[src/rtl/bitty_pkg.sv]
// Shared constants and helpers for the bitty fetch sequencer.
package bitty_pkg;

  localparam int unsigned INSTR_W = 16;
  localparam int unsigned COUNT_W = 16;
  localparam int unsigned STATE_W = 3;

  localparam logic [2:0] S_IDLE     = 3'd0;
  localparam logic [2:0] S_FETCH    = 3'd1;
  localparam logic [2:0] S_WAIT_MEM = 3'd2;
  localparam logic [2:0] S_ISSUE    = 3'd3;
  localparam logic [2:0] S_EXEC     = 3'd4;
  localparam logic [2:0] S_ADVANCE  = 3'd5;

  // Saturating increment for the executed-instruction counter.
  function automatic logic [COUNT_W-1:0] sat_inc(input logic [COUNT_W-1:0] v);
    return (v == '1) ? v : v + COUNT_W'(1);
  endfunction

endpackage

[src/rtl/bitty_watchdog.sv]
// Execution watchdog: counts enabled cycles since the last clear and flags
// when the count has reached TIMEOUT-1.
module bitty_watchdog #(
  parameter int unsigned TIMEOUT = 64
) (
  input  logic i_clk,
  input  logic i_rst,
  input  logic i_clr,
  input  logic i_en,
  output logic o_expire_c
);

  localparam int unsigned CNT_W = $clog2(TIMEOUT);
  localparam logic [CNT_W-1:0] LAST = CNT_W'(TIMEOUT - 1);

  logic [CNT_W-1:0] r_cnt;

  // Holds at LAST so the counter can never wrap back to zero.
  always_ff @(posedge i_clk or posedge i_rst) begin
    if (i_rst) begin
      r_cnt <= '0;
    end else if (i_clr) begin
      r_cnt <= '0;
    end else if (i_en && !o_expire_c) begin
      r_cnt <= r_cnt + CNT_W'(1);
    end
  end

  assign o_expire_c = (r_cnt == LAST);

endmodule

[src/rtl/bitty_fetch_ctrl.sv]
// Fetch sequencer: reads one instruction per step from synchronous memory,
// hands it to bitty_core via run/done, then advances the PC.
module bitty_fetch_ctrl
  import bitty_pkg::*;
#(
  parameter int unsigned ADDR_W   = 8,
  parameter int unsigned PROG_LEN = 256,
  parameter int unsigned TIMEOUT  = 64
) (
  input  logic               clk,
  input  logic               reset,
  input  logic               start,
  input  logic               stop,
  output logic               mem_rd_en,
  output logic [ADDR_W-1:0]  mem_addr,
  input  logic [INSTR_W-1:0] mem_data,
  output logic [INSTR_W-1:0] instruction,
  output logic               run,
  input  logic               done,
  output logic [ADDR_W-1:0]  pc,
  output logic               busy,
  output logic [COUNT_W-1:0] instr_count,
  output logic               timeout_err
);

  localparam logic [ADDR_W-1:0] LAST_PC = ADDR_W'(PROG_LEN - 1);

  logic [STATE_W-1:0] r_state;
  logic [STATE_W-1:0] w_next;
  logic [ADDR_W-1:0]  r_pc;
  logic [ADDR_W-1:0]  w_pc_next;
  logic [INSTR_W-1:0] r_instr;
  logic [COUNT_W-1:0] r_count;
  logic               r_run;
  logic               r_rd_en;
  logic               r_busy;
  logic               r_err;
  logic               r_stop_pend;
  logic               r_start_q;
  logic               w_expire;
  logic               w_err_set;
  logic               w_err_clr;

  bitty_watchdog #(
    .TIMEOUT (TIMEOUT)
  ) u_watchdog (
    .i_clk      (clk),
    .i_rst      (reset),
    .i_clr      (r_state == S_ISSUE),
    .i_en       ((r_state == S_EXEC) && !done),
    .o_expire_c (w_expire)
  );

  // Next-state logic; done beats a same-cycle watchdog expiry.
  always_comb begin
    w_next    = r_state;
    w_pc_next = (r_pc == LAST_PC) ? '0 : r_pc + ADDR_W'(1);
    w_err_set = (r_state == S_EXEC) && !done && w_expire;
    w_err_clr = (r_state == S_IDLE) && start && r_start_q;
    case (r_state)
      S_IDLE:     if (start && !r_err) w_next = S_FETCH;
      S_FETCH:    w_next = S_WAIT_MEM;
      S_WAIT_MEM: w_next = S_ISSUE;
      S_ISSUE:    w_next = S_EXEC;
      S_EXEC: begin
        if (done) begin
          w_next = S_ADVANCE;
        end else if (w_expire) begin
          w_next = S_IDLE;
        end
      end
      S_ADVANCE:  w_next = (r_stop_pend || stop) ? S_IDLE : S_FETCH;
      default:    w_next = S_IDLE;
    endcase
  end

  // Outputs are registered from the next state so they line up with it.
  always_ff @(posedge clk or posedge reset) begin
    if (reset) begin
      r_state     <= S_IDLE;
      r_pc        <= '0;
      r_instr     <= '0;
      r_count     <= '0;
      r_run       <= 1'b0;
      r_rd_en     <= 1'b0;
      r_busy      <= 1'b0;
      r_err       <= 1'b0;
      r_stop_pend <= 1'b0;
      r_start_q   <= 1'b0;
    end else begin
      r_state   <= w_next;
      r_run     <= (w_next == S_ISSUE);
      r_rd_en   <= (w_next == S_FETCH);
      r_busy    <= (w_next != S_IDLE);
      r_start_q <= (r_state == S_IDLE) && start;
      if (r_state == S_WAIT_MEM) begin
        r_instr <= mem_data;
      end
      if (r_state == S_ADVANCE) begin
        r_pc    <= w_pc_next;
        r_count <= sat_inc(r_count);
      end
      if (w_err_set) begin
        r_err <= 1'b1;
      end else if (w_err_clr) begin
        r_err <= 1'b0;
      end
      if (w_next == S_IDLE) begin
        r_stop_pend <= 1'b0;
      end else if (stop && (r_state != S_IDLE)) begin
        r_stop_pend <= 1'b1;
      end
    end
  end

  assign mem_rd_en   = r_rd_en;
  assign mem_addr    = r_pc;
  assign pc          = r_pc;
  assign instruction = r_instr;
  assign run         = r_run;
  assign busy        = r_busy;
  assign instr_count = r_count;
  assign timeout_err = r_err;

endmodule
[config.mk]
export PLATFORM = sky130hd
export DESIGN_NAME = bitty_fetch_ctrl
export DESIGN_NICKNAME = d
export VERILOG_FILES = /design/src/rtl/bitty_pkg.sv /design/src/rtl/bitty_watchdog.sv /design/src/rtl/bitty_fetch_ctrl.sv
export SDC_FILE = /design/constraint.sdc
export NUM_CORES = 1
export LEC_CHECK = 0
export CAP_MARGIN = 20
export CORE_MARGIN = 1
export CORE_UTILIZATION = 39
export CTS_BUF_LIST = sky130_fd_sc_hd__clkbuf_16
export CTS_CLUSTER_DIAMETER = 100
export DETAILED_ROUTE_END_ITERATION = 8
export PLACE_DENSITY = 0.8
export REMOVE_ABC_BUFFERS = 1
export SLEW_MARGIN = 10
export SYNTH_ARGS = -nofsm -noshare
export SYNTH_HDL_FRONTEND = slang
export SYNTH_HIERARCHICAL = 1
export SYNTH_SLANG_ARGS = --single-unit
[constraint.sdc]
create_clock -name clk -period 1.9 [get_ports clk]
set_clock_uncertainty 0.2 [all_clocks]
set_input_delay 0.285 -clock clk [delete_from_list [all_inputs] [get_ports clk]]
set_output_delay 0.285 -clock clk [all_outputs]
set_load 0.05 [all_outputs]
Word-level counts from Yosys, hierarchy flattened
Cells that the tools add are included.

$add $sub $neg: 3. Reductions and logical operators: 19. Mux-type cells: 12. Equality and inequality tests: 10. Bitwise gates (word level): 1.

Operator list (count): $pmux 3 s6 (1); $add 16x1->16 const B (1); $eq 16x16->1 const B (1); $mux 6 (2); $eq 3x2->1 const B (3); $mux 3 (3); $add 8x1->8 const B (1); $eq 8x8->1 const B (1); $mux 8 (1); $logic_and 1x1->1 (7); $add 6x1->6 const B (1); $eq 3x1->1 const B (2); $eq 3x3->1 const B (2); $eq 6x6->1 const B (1); $logic_not 3->1 (2); $reduce_bool 2->1 (3); $reduce_bool 3->1 (2); $mux 1 (5); $logic_not 1->1 (3); $reduce_and 2->1 (1); $logic_or 1x1->1 (1); $not 1->1 (1).

Flip-flop bits (word level): 55. Bits of input ports: 21.

Longest topological paths before layout
Depth after elaboration: 6. Depth in mapped cells: 8. Gate-level depth less buffers: 6.

By module
Netlist, hierarchy kept.

By module, submodules not included: bitty_fetch_ctrl (seq. area each 1226.2 um^2, area each 2257.2 um^2, times used 1, cells an instance 198); bitty_watchdog (seq. area each 150.1 um^2, area each 369.1 um^2, times used 1, cells an instance 37).

Worst setup path before layout
No wires, ideal clock.

Path kind: register -> register. Start point: reg r_count[0] (netlist: instr_count[0]). End point: reg r_count[1] (netlist: instr_count[1]). Buffers on the path: 0. Arrival: 1.995 ns. Clock period less this slack: 2.320 ns. Setup time: 0.125 ns. Slack: -0.420 ns. Required time: 1.575 ns. Cell stages (with the launch flop): 6. Cell sequence: dfrtp_1 -> ha_1 -> inv_1 -> nor4_4 -> a21oi_2 -> mux2_4.

Word-level cells in the longest chain between the ends: 3. Elaborated cells on any way between the ends: 4. Classes of those cells: add/sub (1); eq/ne (1); bitwise (1); reduce/logical (1).

Ends and longest elaborated chain: start, declared (line bitty_fetch_ctrl.sv:33) `logic [COUNT_W-1:0] r_count;`; start signal, assigned (line bitty_fetch_ctrl.sv:101) `r_count <= sat_inc(r_count);`; branches (longest 3 deep; another with $add 16x1->16).

Several ways; the timed one is not identified. A chain may end at the register's enable or synchronous reset.

Worst setup path in the final report
Start point: reg r_count[4] (netlist: instr_count[4]). End point: reg r_count[1] (netlist: instr_count[1]).

Word-level cells in the longest chain between the ends: 3.

Ends and longest elaborated chain: $eq 16x16->1 (line bitty_pkg.sv:17) `return (v == '1) ? v : v + COUNT_W'(1);`; $not 1->1 (no line); $reduce_and 2->1 (no line).

Every way passes these cells.

==> impl_metrics.json <==
{
  "cap_violations": 0,
  "clock_tree.buffer_depth": 2,
  "clock_insertion_delay_worst_skew_ns": 0.29,
  "totalNegativeSetupSlack_ns": 0,
  "async_set_or_reset_flop_fraction_in_the_synthesized_netlist_pct": 100.0,
  "leakage_nw": 1.661,
  "yosys.area_share.simple_pct": 18.25,
  "dieHeight_um": 84.06,
  "design_internal_power_mw": 3.048,
  "p_per_area_nw_per_um2": 1553,
  "wire_per_inst_um": 14.15,
  "synth.top_cells.by_count": "sky130_fd_sc_hd__dfrtp_1 (55), sky130_fd_sc_hd__nor2_1 (17), sky130_fd_sc_hd__mux2_2 (16)",
  "drcViolationCount": 16,
  "synth_sequential_area_ratio_pct": 52.41,
  "ys_dominant_reg_cell": "sky130_fd_sc_hd__dfrtp_1",
  "cts.clk_slew.worst_paths_ns": 0.07,
  "synthesized_area_per_cell_sq_um": 11.18,
  "gp_congestion": 0.8357,
  "postLayoutSetupSlackWorst_ns": 0.1537,
  "global_route_wire_length_before_repair_mm": 9.528,
  "xor_xnor_fraction_of_synth_area_pct": 5.669,
  "grt_start_max_net_pins": 50,
  "routed_wl_mm": 5.616,
  "cts_num_sinks": 55,
  "final_layout_net_count": 343,
  "outcome": "complete, but fails checks",
  "number_of_antenna_violations_at_the_first_check_in_global_routing": 0,
  "final_layout_size_suffix_gt1_share_pct": 35.00,
  "r2r.worst_path.cells": 4,
  "fillCellCount": 571,
  "via_count_of_the_first_global_routing_pass": 1960,
  "cp_data_required_time_ns": 1.87,
  "hold_violations": 0,
  "crit-reg2reg-capture": "instr_count[1]",
  "first_pass_iters": 6,
  "worstPathMaxFanout": 5,
  "synth.largest_area_cell": "sky130_fd_sc_hd__dfrtp_1",
  "crit_chain": "and4_1 > and2_1 > a21oi_2 > mux2_4",
  "rrSetupSlack_ns": 0.15,
  "achievable-frequency_mhz": 572.7,
  "worstPathArrival_ns": 1.71,
  "critPathLaunchType": "register",
  "post_synth_num_cell_types": 49,
  "detailed_place_hpwl_mm": 4.260,
  "detail_route.vias_per_cell": 5.232,
  "power.share.sequential_pct": 32.3,
  "die-area_sq_um": 7066,
  "post_synthesis_mux_area_share_pct": 7.813,
  "synth-edff-count": 0,
  "final.period_utilization_pct": 91.91,
  "grt_util_all_layers_pct": 16.81,
  "rsz0062_at_grt": "no",
  "worstPathBufferInverterCount": 0,
  "min_path_type": "input pin to async pin",
  "post_synthesis_compound_gate_area_fraction_pct": 9.242,
  "power_switching_share_pct": 44.40,
  "syn2layout_area_growth_pct": 34.40,
  "numCtsBuffers": 5,
  "synth_most_common_cell": "sky130_fd_sc_hd__dfrtp_1",
  "timing_max_transition_violations_final": 0,
  "start_util_pct": 40.89,
  "peakVddDrop_mv": 0.4669,
  "critical-path-max-stage-delay_ns": 0.41,
  "max-slew-margin-rel_pct": 71.79,
  "finalCriticalPeriod_ns": 1.746,
  "synth_adder_area_share_pct": 1.429,
  "vias": 2077,
  "synth_top_cells_by_area": "sky130_fd_sc_hd__dfrtp_1 (52%), sky130_fd_sc_hd__mux2_2 (6.9%), sky130_fd_sc_hd__xor2_1 (4.0%), sky130_fd_sc_hd__buf_4 (2.6%), sky130_fd_sc_hd__nor2_1 (2.4%)",
  "io_buffers": 72,
  "cpMaxStageDelayCell": "sky130_fd_sc_hd__dfrtp_1",
  "synthCells": 235,
  "violations": "DRC",
  "cts.root.buffer_cell": "sky130_fd_sc_hd__clkbuf_16",
  "row_count": 29,
  "synth_top_family_by_area": "simple AND/OR/NAND/NOR gates",
  "synthesis.yosys.warnings": 6,
  "htreeDepth": 2,
  "floorplan.core_area_sq_um": 6422,
  "timing_worst_slew_pin_value_ns": 0.4172,
  "finalSetupViolCount": 0,
  "fin_util_pct": 54.96,
  "power_frac_comb_pct": 51.8,
  "timing.setup.critical_path_class": "register to register",
  "clock_power_share_pct": 15.9,
  "drt_iter0_markers": 109,
  "antenna_cells_inserted": 0,
  "drt.antenna.violating_nets": 0,
  "netlist_area_sq_um": 2626,
  "power.net_switching_mw": 2.433,
  "grt_overflow": 0,
  "num_io_pins": 73,
  "clock_tree_from_tritoncts": "done",
  "synth.top_cell.area_share_pct": 52.41,
  "critical-path-top-delay-family": "simple AND/OR/NAND/NOR gates",
  "synth-seq-cells": 55,
  "crit_path_end_kind": "register",
  "dp_slack_ns": 0.01854,
  "die_width_um": 84.06,
  "timing.rr.start": "instr_count[4]"
}
[power groups by stage]
stage	Combinational (mW)	Clock (mW)	Sequential, mW
floorplan	0.760	0	2.89
global placement	2.81	0	1.77
detailed placement	2.86	0	1.80
CTS	2.87	0.893	1.77
global route	3.01	0.948	1.83
finish	2.84	0.872	1.77
[timing repair]
| action | in CTS | in global routing |
|---|---|---|
| endpoints found under the setup margin | 0 | 1 |
| resized for setup | 0 | 1 |
| setup buffers | 0 | 0 |
| hold buffers | 0 | 0 |
[final cells by class]
class	instances	area [sq um]	share of cell area, %
Multi-Input combinational cell	156	1120	31.73
Clock inverter	3	16.27	0.4608
Timing Repair Buffer	91	758.2	21.48
Sequential cell	55	1376	38.99
Clock buffer	5	125.1	3.545
Inverter	10	37.54	1.063
Tap cell	77	96.34	2.730
[layout by cell type (no fill, tap or decap), types with 2 or more instances in the layout]
cell	instances
sky130_fd_sc_hd__a211oi_1	3
sky130_fd_sc_hd__a21oi_1	11
sky130_fd_sc_hd__a31oi_1	7
sky130_fd_sc_hd__a41oi_1	2
sky130_fd_sc_hd__and2_1	2
sky130_fd_sc_hd__and4_1	2
sky130_fd_sc_hd__and4_4	2
sky130_fd_sc_hd__buf_12	2
sky130_fd_sc_hd__buf_4	69
sky130_fd_sc_hd__clkbuf_16	5
sky130_fd_sc_hd__clkdlybuf4s50_1	20
sky130_fd_sc_hd__dfrtp_1	55
sky130_fd_sc_hd__ha_1	3
sky130_fd_sc_hd__inv_1	10
sky130_fd_sc_hd__mux2_2	16
sky130_fd_sc_hd__nand2_1	15
sky130_fd_sc_hd__nand3_1	7
sky130_fd_sc_hd__nand3_2	2
sky130_fd_sc_hd__nand3b_1	2
sky130_fd_sc_hd__nand4_1	8
sky130_fd_sc_hd__nor2_1	17
sky130_fd_sc_hd__nor3_1	6
sky130_fd_sc_hd__nor3b_1	2
sky130_fd_sc_hd__nor4_2	2
sky130_fd_sc_hd__o21ai_0	3
sky130_fd_sc_hd__o311ai_1	2
sky130_fd_sc_hd__o31ai_1	2
sky130_fd_sc_hd__or2_2	3
sky130_fd_sc_hd__or3_1	2
sky130_fd_sc_hd__xnor2_1	5
sky130_fd_sc_hd__xor2_1	12
[registers in the layout, summed over array words and instances, names as in the netlist]
register and count:
instr_count 16, timeout_err 1, busy 1, r_start_q 1
u_watchdog/r_cnt 6, r_stop_pend 1, run 1, r_state 3
instruction 16, mem_rd_en 1, mem_addr 8
[layer usage]
layer	vias to the layer above	track usage (%)	wire, um
met3	5	3.165	270
met2	60	27.79	2801
met1	1005	22.77	2486
met5	-	0	0
met4	0	4.232	58
li1	1007	-	-
[metrics by stage]
step | std cells | hold WS [ns] | area [sq um] | power, mW
6_report | 397 | 0.06955 | 3530 | 5.481
5_1_grt | 397 | 0.09827 | 3530 | 5.782
4_1_cts | 397 | 0.08219 | 3523 | 5.533
3_5_place_dp | 389 | 0.2871 | 3382 | 4.659
3_3_place_gp | 389 | 0.2762 | 3382 | 4.578
2_1_floorplan | 221 | -0.1240 | 2527 | 3.651
[cell families (layout without fill, tap and decap cells)]
group	after synthesis	after routing
xor+xnor	17	17
buf+inv	24	109
fa+ha+maj	3	3
compound gates	36	36
flops	55	55
simple gates	82	82
mux	18	18
[worst max path at each step]
| stage | startpoint | to | slack, ns | depth (start not counted) |
|---|---|---|---|---|
| after floorplan | instr_count[0] | instr_count[1] | -0.42 | 5 |
| after global placement | start | r_stop_pend | 0.14 | 5 |
| after detailed placement | start | r_stop_pend | 0.02 | 5 |
| after CTS | r_state[1] | instr_count[13] | 0.09 | 4 |
| after global routing | u_watchdog/r_cnt[0] | r_stop_pend | 0.02 | 6 |
| final | instr_count[4] | instr_count[1] | 0.15 | 4 |
(Power assumes the default switching activity.)
